<file path="config.mk">
export PLATFORM = sky130hd
export DESIGN_NAME = alu_seq
export DESIGN_NICKNAME = d
export VERILOG_FILES = /design/src/rtl/alu_seq.sv
export SDC_FILE = /design/constraint.sdc
export NUM_CORES = 1
export LEC_CHECK = 0
export ABC_AREA = 0
export ABC_CLOCK_PERIOD_IN_PS = 3300
export CELL_PAD_IN_SITES_DETAIL_PLACEMENT = 1
export CELL_PAD_IN_SITES_GLOBAL_PLACEMENT = 1
export CORE_ASPECT_RATIO = 1.5
export CORE_UTILIZATION = 40
export DETAILED_ROUTE_END_ITERATION = 7
export GPL_TIMING_DRIVEN = 0
export PLACE_DENSITY = 0.86
export SLEW_MARGIN = 20
export SYNTH_ARGS = -nofsm -noshare
export SYNTH_HDL_FRONTEND = slang
export SYNTH_SLANG_ARGS = --single-unit
</file>
<file path="constraint.sdc">
create_clock -name clk -period 3.3 [get_ports clk]
set_input_delay 0.66 -clock clk [delete_from_list [all_inputs] [get_ports clk]]
set_output_delay 0.66 -clock clk [all_outputs]
set_load 0.1 [all_outputs]
</file>
<file path="src/rtl/alu_seq.sv">
// alu_seq: handshaked ALU with a registered result stage, plus iterative unsigned multiply and divide.
module alu_seq #(
  parameter int N  = 32,
  parameter int SW = $clog2(N)
) (
  input  logic         clk,
  input  logic         reset_n,
  input  logic         in_valid,
  output logic         in_ready,
  input  logic [N-1:0] A,
  input  logic [N-1:0] B,
  input  logic [4:0]   ALUfn,
  input  logic [1:0]   mdop,
  output logic         out_valid,
  input  logic         out_ready,
  output logic [N-1:0] R,
  output logic [N-1:0] Rhi,
  output logic         FlagN,
  output logic         FlagV,
  output logic         FlagC,
  output logic         FlagZ,
  output logic         FlagDZ
);
  typedef enum logic [1:0] {IDLE, BUSY, DONE} state_t;
  state_t        state_q;
  logic [N-1:0]  hi_q, lo_q, m_q, r_q, rhi_q;
  logic [SW-1:0] cnt_q;
  logic          div_q, fn_q, fv_q, fc_q, fz_q, fdz_q;
  logic          accept, md_op, cmp, sub_e, c, v, lt, last, ge;
  logic [N-1:0]  bb, s, sh_r, sra, bool_r, alu_r, nhi, nlo, diff;
  logic [N:0]    msum, r_sh;
  logic [SW-1:0] sh;
  assign in_ready  = (state_q == IDLE) | ((state_q == DONE) & out_ready);
  assign out_valid = state_q == DONE;
  assign accept    = in_valid & in_ready;
  assign md_op     = mdop == 2'b01 | mdop == 2'b10;
  assign {R, Rhi}  = {r_q, rhi_q};
  assign {FlagN, FlagV, FlagC, FlagZ, FlagDZ} = {fn_q, fv_q, fc_q, fz_q, fdz_q};
  // Set-less-than forces the adder into A-B so its flags drive the compare.
  assign cmp    = ALUfn[1] & ALUfn[0];
  assign sub_e  = ALUfn[4] | cmp;
  assign bb     = sub_e ? ~B : B;
  assign {c, s} = {1'b0, A} + {1'b0, bb} + (N+1)'(sub_e);
  assign v      = (A[N-1] == bb[N-1]) & (s[N-1] != A[N-1]);
  assign lt     = ALUfn[2] ? ~c : s[N-1] ^ v;
  assign sh     = A[SW-1:0];
  assign sra    = $signed(B) >>> sh;
  assign sh_r   = ALUfn[3] ? (ALUfn[2] ? sra : B >> sh) : B << sh;
  assign bool_r = ALUfn[3] ? (ALUfn[2] ? ~(A | B) : A ^ B) : (ALUfn[2] ? A | B : A & B);
  assign alu_r  = cmp ? N'(lt) : ALUfn[0] ? s : ALUfn[1] ? sh_r : bool_r;
  // One iteration: shift-add multiply shifts right, restoring divide shifts left.
  // A zero divisor always "fits", yielding an all-ones quotient and remainder A.
  assign msum = {1'b0, hi_q} + (lo_q[0] ? {1'b0, m_q} : '0);
  assign r_sh = {hi_q, lo_q[N-1]};
  assign ge   = r_sh >= {1'b0, m_q};
  assign diff = r_sh[N-1:0] - m_q;
  assign nhi  = div_q ? (ge ? diff : r_sh[N-1:0]) : msum[N:1];
  assign nlo  = div_q ? {lo_q[N-2:0], ge} : {msum[0], lo_q[N-1:1]};
  assign last = cnt_q == SW'(N - 1);
  always_ff @(posedge clk or negedge reset_n) begin
    if (!reset_n) begin
      state_q <= IDLE;
      {hi_q, lo_q, m_q, r_q, rhi_q} <= '0;
      cnt_q <= '0;
      {div_q, fn_q, fv_q, fc_q, fz_q, fdz_q} <= '0;
    end else if (accept && md_op) begin
      state_q <= BUSY;
      hi_q    <= '0;
      lo_q    <= A;
      m_q     <= B;
      div_q   <= mdop[1];
      cnt_q   <= '0;
    end else if (accept) begin
      state_q <= DONE;
      r_q     <= alu_r;
      rhi_q   <= '0;
      {fn_q, fv_q, fc_q, fz_q, fdz_q} <= {s[N-1], v, c, alu_r == '0, 1'b0};
    end else if (state_q == BUSY) begin
      hi_q  <= nhi;
      lo_q  <= nlo;
      cnt_q <= last ? '0 : cnt_q + 1'b1;
      if (last) begin
        state_q <= DONE;
        r_q     <= nlo;
        rhi_q   <= nhi;
        {fn_q, fv_q, fc_q, fz_q, fdz_q} <= {nlo[N-1], 2'b00, nlo == '0 && nhi == '0, div_q && m_q == '0};
      end
    end else if (state_q == DONE && out_ready) begin
      state_q <= IDLE;
    end
  end
endmodule

</file>
==> results of run 1 <==
==> stage by stage <==
| step | setup TNS [ps] | worst slack [ps] | cells | util [%] | hold WS, ps |
|---|---|---|---|---|---|
| after floorplan | -12200 | -1140 | 2520 | - | 364 |
| after global placement | -1129630 | -5550 | 3328 | 45.8 | 464 |
| after detailed placement | -185920 | -4060 | 3329 | 45.8 | 476 |
| after CTS | -22270 | -1590 | 3454 | 52.8 | 219 |
==> what timing repair did <==
| item | in CTS |
|---|---|
| gates cloned | 1 |
| gates resized for setup | 507 |
| pin swaps | 101 |
| buffers inserted | 101 |
| endpoints found under the setup margin | 124 |
| hold endpoints to repair | 0 |
==> metal layers <==
metal,GRT overflow,global-route usage (%)
met5,0,0.780
met4,8,66.6
met3,0,30.7
met2,12,86.6
met1,0,60.3
==> synthesized netlist by cell type (40+ instances only) <==
cell / n
nand2_1: 276
nor2_1: 239
dfrtp_1: 173
ha_1: 169
o21ai_0: 165
a21oi_1: 161
clkbuf_1: 133
inv_1: 121
xnor2_1: 102
mux2i_1: 101
nand3_1: 59
mux4_2: 58
a221o_1: 53
a21o_1: 49
o22ai_1: 41
and2_1: 40
==> logic make-up after synthesis <==
kind of cell    after synthesis
compound gates              750
flops                       173
fa+ha+maj                   172
xor+xnor                    139
buf+inv                     324
mux                         180
simple gates                782
==> results.sh, run 1 <==
export IMPL_synth_area_sq_um=20200
export IMPL_muxShareOfSynthArea_pct=12.7
export IMPL_yosys_area_top_type="dfrtp_1"
export IMPL_synth_fp_nets=2767
export IMPL_place_hpwl_mm=101
export IMPL_status="did not finish"
export IMPL_synth_area_per_cell_sq_um=8.01
export IMPL_failed_stage="5_1_grt"
export IMPL_synthAdderAreaFrac_pct=10.8
export IMPL_async_reset_ff_share_pct=100
export IMPL_syn_instance_count=2520
export IMPL_grt_usage_pct=60.8
export IMPL_ys_seq_area_share_pct=21.4
export IMPL_cts_root_buf="clkbuf_16"
export IMPL_yosys_warnings=0
export IMPL_synth_simple_area_share_pct=17.5
export IMPL_tool_error="[ERROR GRT-0116] Global routing finished with congestion. Check the congestion regions in the DRC Viewer."
export IMPL_ys_flop_type="dfrtp_1"
export IMPL_synth_edf_count=0
export IMPL_clock_sinks=173
export IMPL_h_tree_depth=4
export IMPL_start_util_pct=40.6
export IMPL_dieWidth_um=185
export IMPL_routabilityCongestion=1.08
export IMPL_die_h_um=277
export IMPL_ctsHoldBuffers=0
export IMPL_std_cell_rows=100
export IMPL_grt_pass1_vias=29100
export IMPL_yosysTopAreaCellShare_pct=21.4
export IMPL_grt_pass1_wl_mm=222
export IMPL_placed_area_sq_um=22800
export IMPL_cts_buffer_depth=2
export IMPL_grt_max_degree=99
export IMPL_synth_compound_area_share_pct=25.1
export IMPL_synth_cell_types=81
export IMPL_synth_top_family_by_area="compound AO/OA/AOI/OAI gates"
export IMPL_synth_area_leaders="dfrtp_1 21%, ha_1 10%, mux4_2 6.5%"
export IMPL_synth_xor_area_share_pct=6.03
export IMPL_cts_buffers=17
export IMPL_ys_seq_elements=173
export IMPL_grt_remaining_overflow=20
export IMPL_io_pins=146
export IMPL_portBuffers=145
==> inputs of run 2 (changes only) <==
- ABC_CLOCK_PERIOD_IN_PS: 3300 -> 4290
- CELL_PAD_IN_SITES_DETAIL_PLACEMENT: 1 -> default
- CELL_PAD_IN_SITES_GLOBAL_PLACEMENT: 1 -> default
- CORE_ASPECT_RATIO: 1.5 -> default
- CORE_UTILIZATION: 40 -> 25
- PLACE_DENSITY: 0.86 -> default
- PLACE_DENSITY_LB_ADDON: default -> 0.15
- clock period: 3.3 -> 4.29 ns (I/O delays scaled with it)
==> run 2 against run 1 <==
The flow now finishes, with violations (setup timing); synthesized cell count did not move; synthesized area did not move.
==> results.sh, run 2 <==
export IMPL_status="finished, violations left"
export IMPL_violations="setup timing"
export IMPL_dieArea_sq_um=81900
export IMPL_viasPerCell=5.81
export IMPL_crit_start="A[0]"
export IMPL_clock_sinks=173
export IMPL_cp_data_arrival_time_ps=5300
export IMPL_grt_max_degree=73
export IMPL_maxSlewHeadroom_pct=21.4
export IMPL_crit_path_start_kind="input pin"
export IMPL_dp_cells=3718
export IMPL_yosysTopAreaCellShare_pct=21.4
export IMPL_use_met3_pct=3.54
export IMPL_tightest_slew_ps=1170
export IMPL_crit_fanout=11
export IMPL_layout_commonest_cell="nand2_1"
export IMPL_hold_path_class="input pin to async pin"
export IMPL_syn_instance_count=2520
export IMPL_grt_remaining_overflow=0
export IMPL_portBuffers=145
export IMPL_grt_pass1_vias=21700
export IMPL_gr_usage_met1_pct=38.5
export IMPL_layout_common_cells="275 x nand2_1, 236 x nor2_1, 172 x dfrtp_1"
export IMPL_setup_slack_ps=-628
export IMPL_dieWidth_um=286
export IMPL_drc=0
export IMPL_switchingPower_mw=9.88
export IMPL_grt_usage_pct=29.8
export IMPL_vias=22100
export IMPL_synth_area_per_cell_sq_um=8.01
export IMPL_die_h_um=286
export IMPL_std_cell_rows=103
export IMPL_slew_viol_final=0
export IMPL_grt_pass1_wl_mm=172
export IMPL_core_sq_um=79400
export IMPL_p_leak_nw=10.9
export IMPL_p_comb_share_pct=72.0
export IMPL_cp_end_kind="flip-flop"
export IMPL_synth_commonest_cells="276 x nand2_1, 239 x nor2_1, 173 x dfrtp_1"
export IMPL_cp_cell_sequence="clkdlybuf4s15_2 -> buf_12 -> buf_12 -> clkinvlp_4 -> buf_6 -> clkbuf_8 -> buf_6 -> ha_2 -> nor2b_1 -> mux2_4 -> buf_4 -> nand2_1 -> nand2_1 -> nand3_1 -> o211ai_1 -> or4_4 -> nor4_4 -> nand4_1 -> nor4_4 -> nand3_4 -> o211ai_2"
export IMPL_max_stage_delay_ps=520
export IMPL_preCtsSetupSlack_ps=-3450
export IMPL_setup_violations=2
export IMPL_cts_root_buf="clkbuf_16"
export IMPL_synth_edf_count=0
export IMPL_avgRoutedWirePerCell_um=32.8
export IMPL_busiest_layer="met2"
export IMPL_drt_pass1_iter_count=5
export IMPL_drive_above_1_share_pct=15.0
export IMPL_timing_hold_violations_final=0
export IMPL_tritoncts="yes"
export IMPL_yosys_area_top_type="dfrtp_1"
export IMPL_power_share_clock_pct=9.8
export IMPL_max_freq_mhz=203
export IMPL_wl_mm=125
export IMPL_maxCapViolations=0
export IMPL_p_int_mw=7.10
export IMPL_gr_usage_met2_pct=49.0
export IMPL_insertion_delay_ps=470
export IMPL_final_instance_count_excl_fill=3799
export IMPL_finClkSkew_ps=15.3
export IMPL_h_tree_depth=4
export IMPL_async_reset_ff_share_pct=100
export IMPL_critPathKind="input pin to flip-flop"
export IMPL_rsz0062_at_grt="yes"
export IMPL_antenna_found_initial=4
export IMPL_swShare_pct=58.2
export IMPL_slowest_stage="or4_4"
export IMPL_synth_area_leaders="dfrtp_1 21%, ha_1 10%, mux4_2 6.5%"
export IMPL_post_synth_top_count_cell="nand2_1"
export IMPL_synth_cell_types=81
export IMPL_ys_flop_type="dfrtp_1"
export IMPL_final_nets=2983
export IMPL_routabilityCongestion=1.00
export IMPL_synth_fp_nets=2767
export IMPL_ys_seq_elements=173
export IMPL_drt_iter0_markers=1943
export IMPL_io_pins=146
export IMPL_worstPathRequired_ps=4680
export IMPL_cts_clk_slew_worst_paths_ps=80
export IMPL_synth_area_sq_um=20200
export IMPL_pwr_share_seq_pct=18.2
export IMPL_peakVddDrop_v=0.000305
export IMPL_area_growth_pct=25.4
export IMPL_place_hpwl_mm=100
export IMPL_hold_ws_ps=248
export IMPL_powerDensity_nw_per_um2=670
export IMPL_finalCriticalPeriod_ps=4920
export IMPL_reg2reg_from="m_q[20]$_DFFE_PN0P_"
export IMPL_ctsHoldBuffers=0
export IMPL_cts_buffers=17
export IMPL_fin_tns_setup_ps=-671
export IMPL_start_util_pct=25.4
export IMPL_ys_seq_area_share_pct=21.4
export IMPL_finalCritPeriodShare_pct=115
export IMPL_postRouteAntennaNets=0
export IMPL_yosys_warnings=0
export IMPL_cts_buffer_depth=2
## run 2: critical path, delay by kind of cell
family          cells  cell delay (ps)
fa+ha+maj           1              230
mux                 1              310
simple gates        9             2070
buf+inv             8             1420
compound gates      2              370
## run 2: layout make-up
type	count	area, sq um
Inverter	123	482
Tap cell	1050	1310
Clock buffer	17	425
Multi-Input combinational cell	2023	15400
Sequential cell	173	4330
Buffer	193	1210
Antenna cell	1	2.50
Clock inverter	14	174
Fill cell	8530	54100
Timing Repair Buffer	205	2020
## run 2: logic make-up (layout without fill, tap and decap cells)
| logic type | after synthesis | after routing | share of synthesized area [%] |
|---|---|---|---|
| buf+inv | 324 | 552 | 6.53 |
| simple gates | 782 | 782 | 17.5 |
| mux | 180 | 180 | 12.7 |
| xor+xnor | 139 | 139 | 6.03 |
| compound gates | 750 | 750 | 25.1 |
| flops | 173 | 173 | 21.4 |
| fa+ha+maj | 172 | 172 | 10.8 |
| other cells | 0 | 1 | 0 |
## run 2: power groups by stage
stage / clock (mW) / sequential, mW / combinational (mW)
after floorplan: 0 / 4.29 / 6.24
after global placement: 0 / 3.09 / 11.5
after detailed placement: 0 / 3.08 / 11.5
after CTS: 1.69 / 3.07 / 11.9
after global routing: 1.76 / 3.14 / 13.0
final: 1.67 / 3.08 / 12.2
## run 2: metrics by stage
| step | utilization (%) | power (mW) | area [sq um] |
|---|---|---|---|
| 3_5_place_dp | 29.2 | 14.6 | 23200 |
| 6_report | 31.9 | 17.0 | 25300 |
| 5_1_grt | 31.9 | 17.9 | 25300 |
| 3_3_place_gp | 29.1 | 14.6 | 23100 |
| 2_1_floorplan | - | 10.5 | 20400 |
| 4_1_cts | 31.1 | 16.7 | 24700 |
## run 2: metal layers
metal  vias to the layer above  wire length [um]
met3                       262              7230
met5                         -                25
met2                      1008             57500
met4                         4              7370
met1                     11100             52300
li1                       9694                 -
## run 2: repair_timing
action                     in CTS  in global routing
pin swaps                      29                 43
setup endpoints to repair      94                 49
setup buffers                  20                 37
resized for setup             219                176
## run 2: path summary, 6_finish.rpt
| path | slack (ps) | endpoint | cells after the start |
|---|---|---|---|
| setup / recovery | -630 | FlagZ$_DFFE_PN0P_ | 21 |
| hold / removal | 250 | Rhi[20]$_DFFE_PN0P_ | 1 |
| setup reg to reg | -430 | FlagZ$_DFFE_PN0P_ | 16 |
| hold reg to reg | 480 | Rhi[5]$_DFFE_PN0P_ | 2 |
| max in group asynchronous | 3000 | lo_q[0]$_DFFE_PN0P_ | 3 |
| min in group clk | 480 | Rhi[5]$_DFFE_PN0P_ | 2 |
No activity file was read; power rests on OpenSTA's default activity.
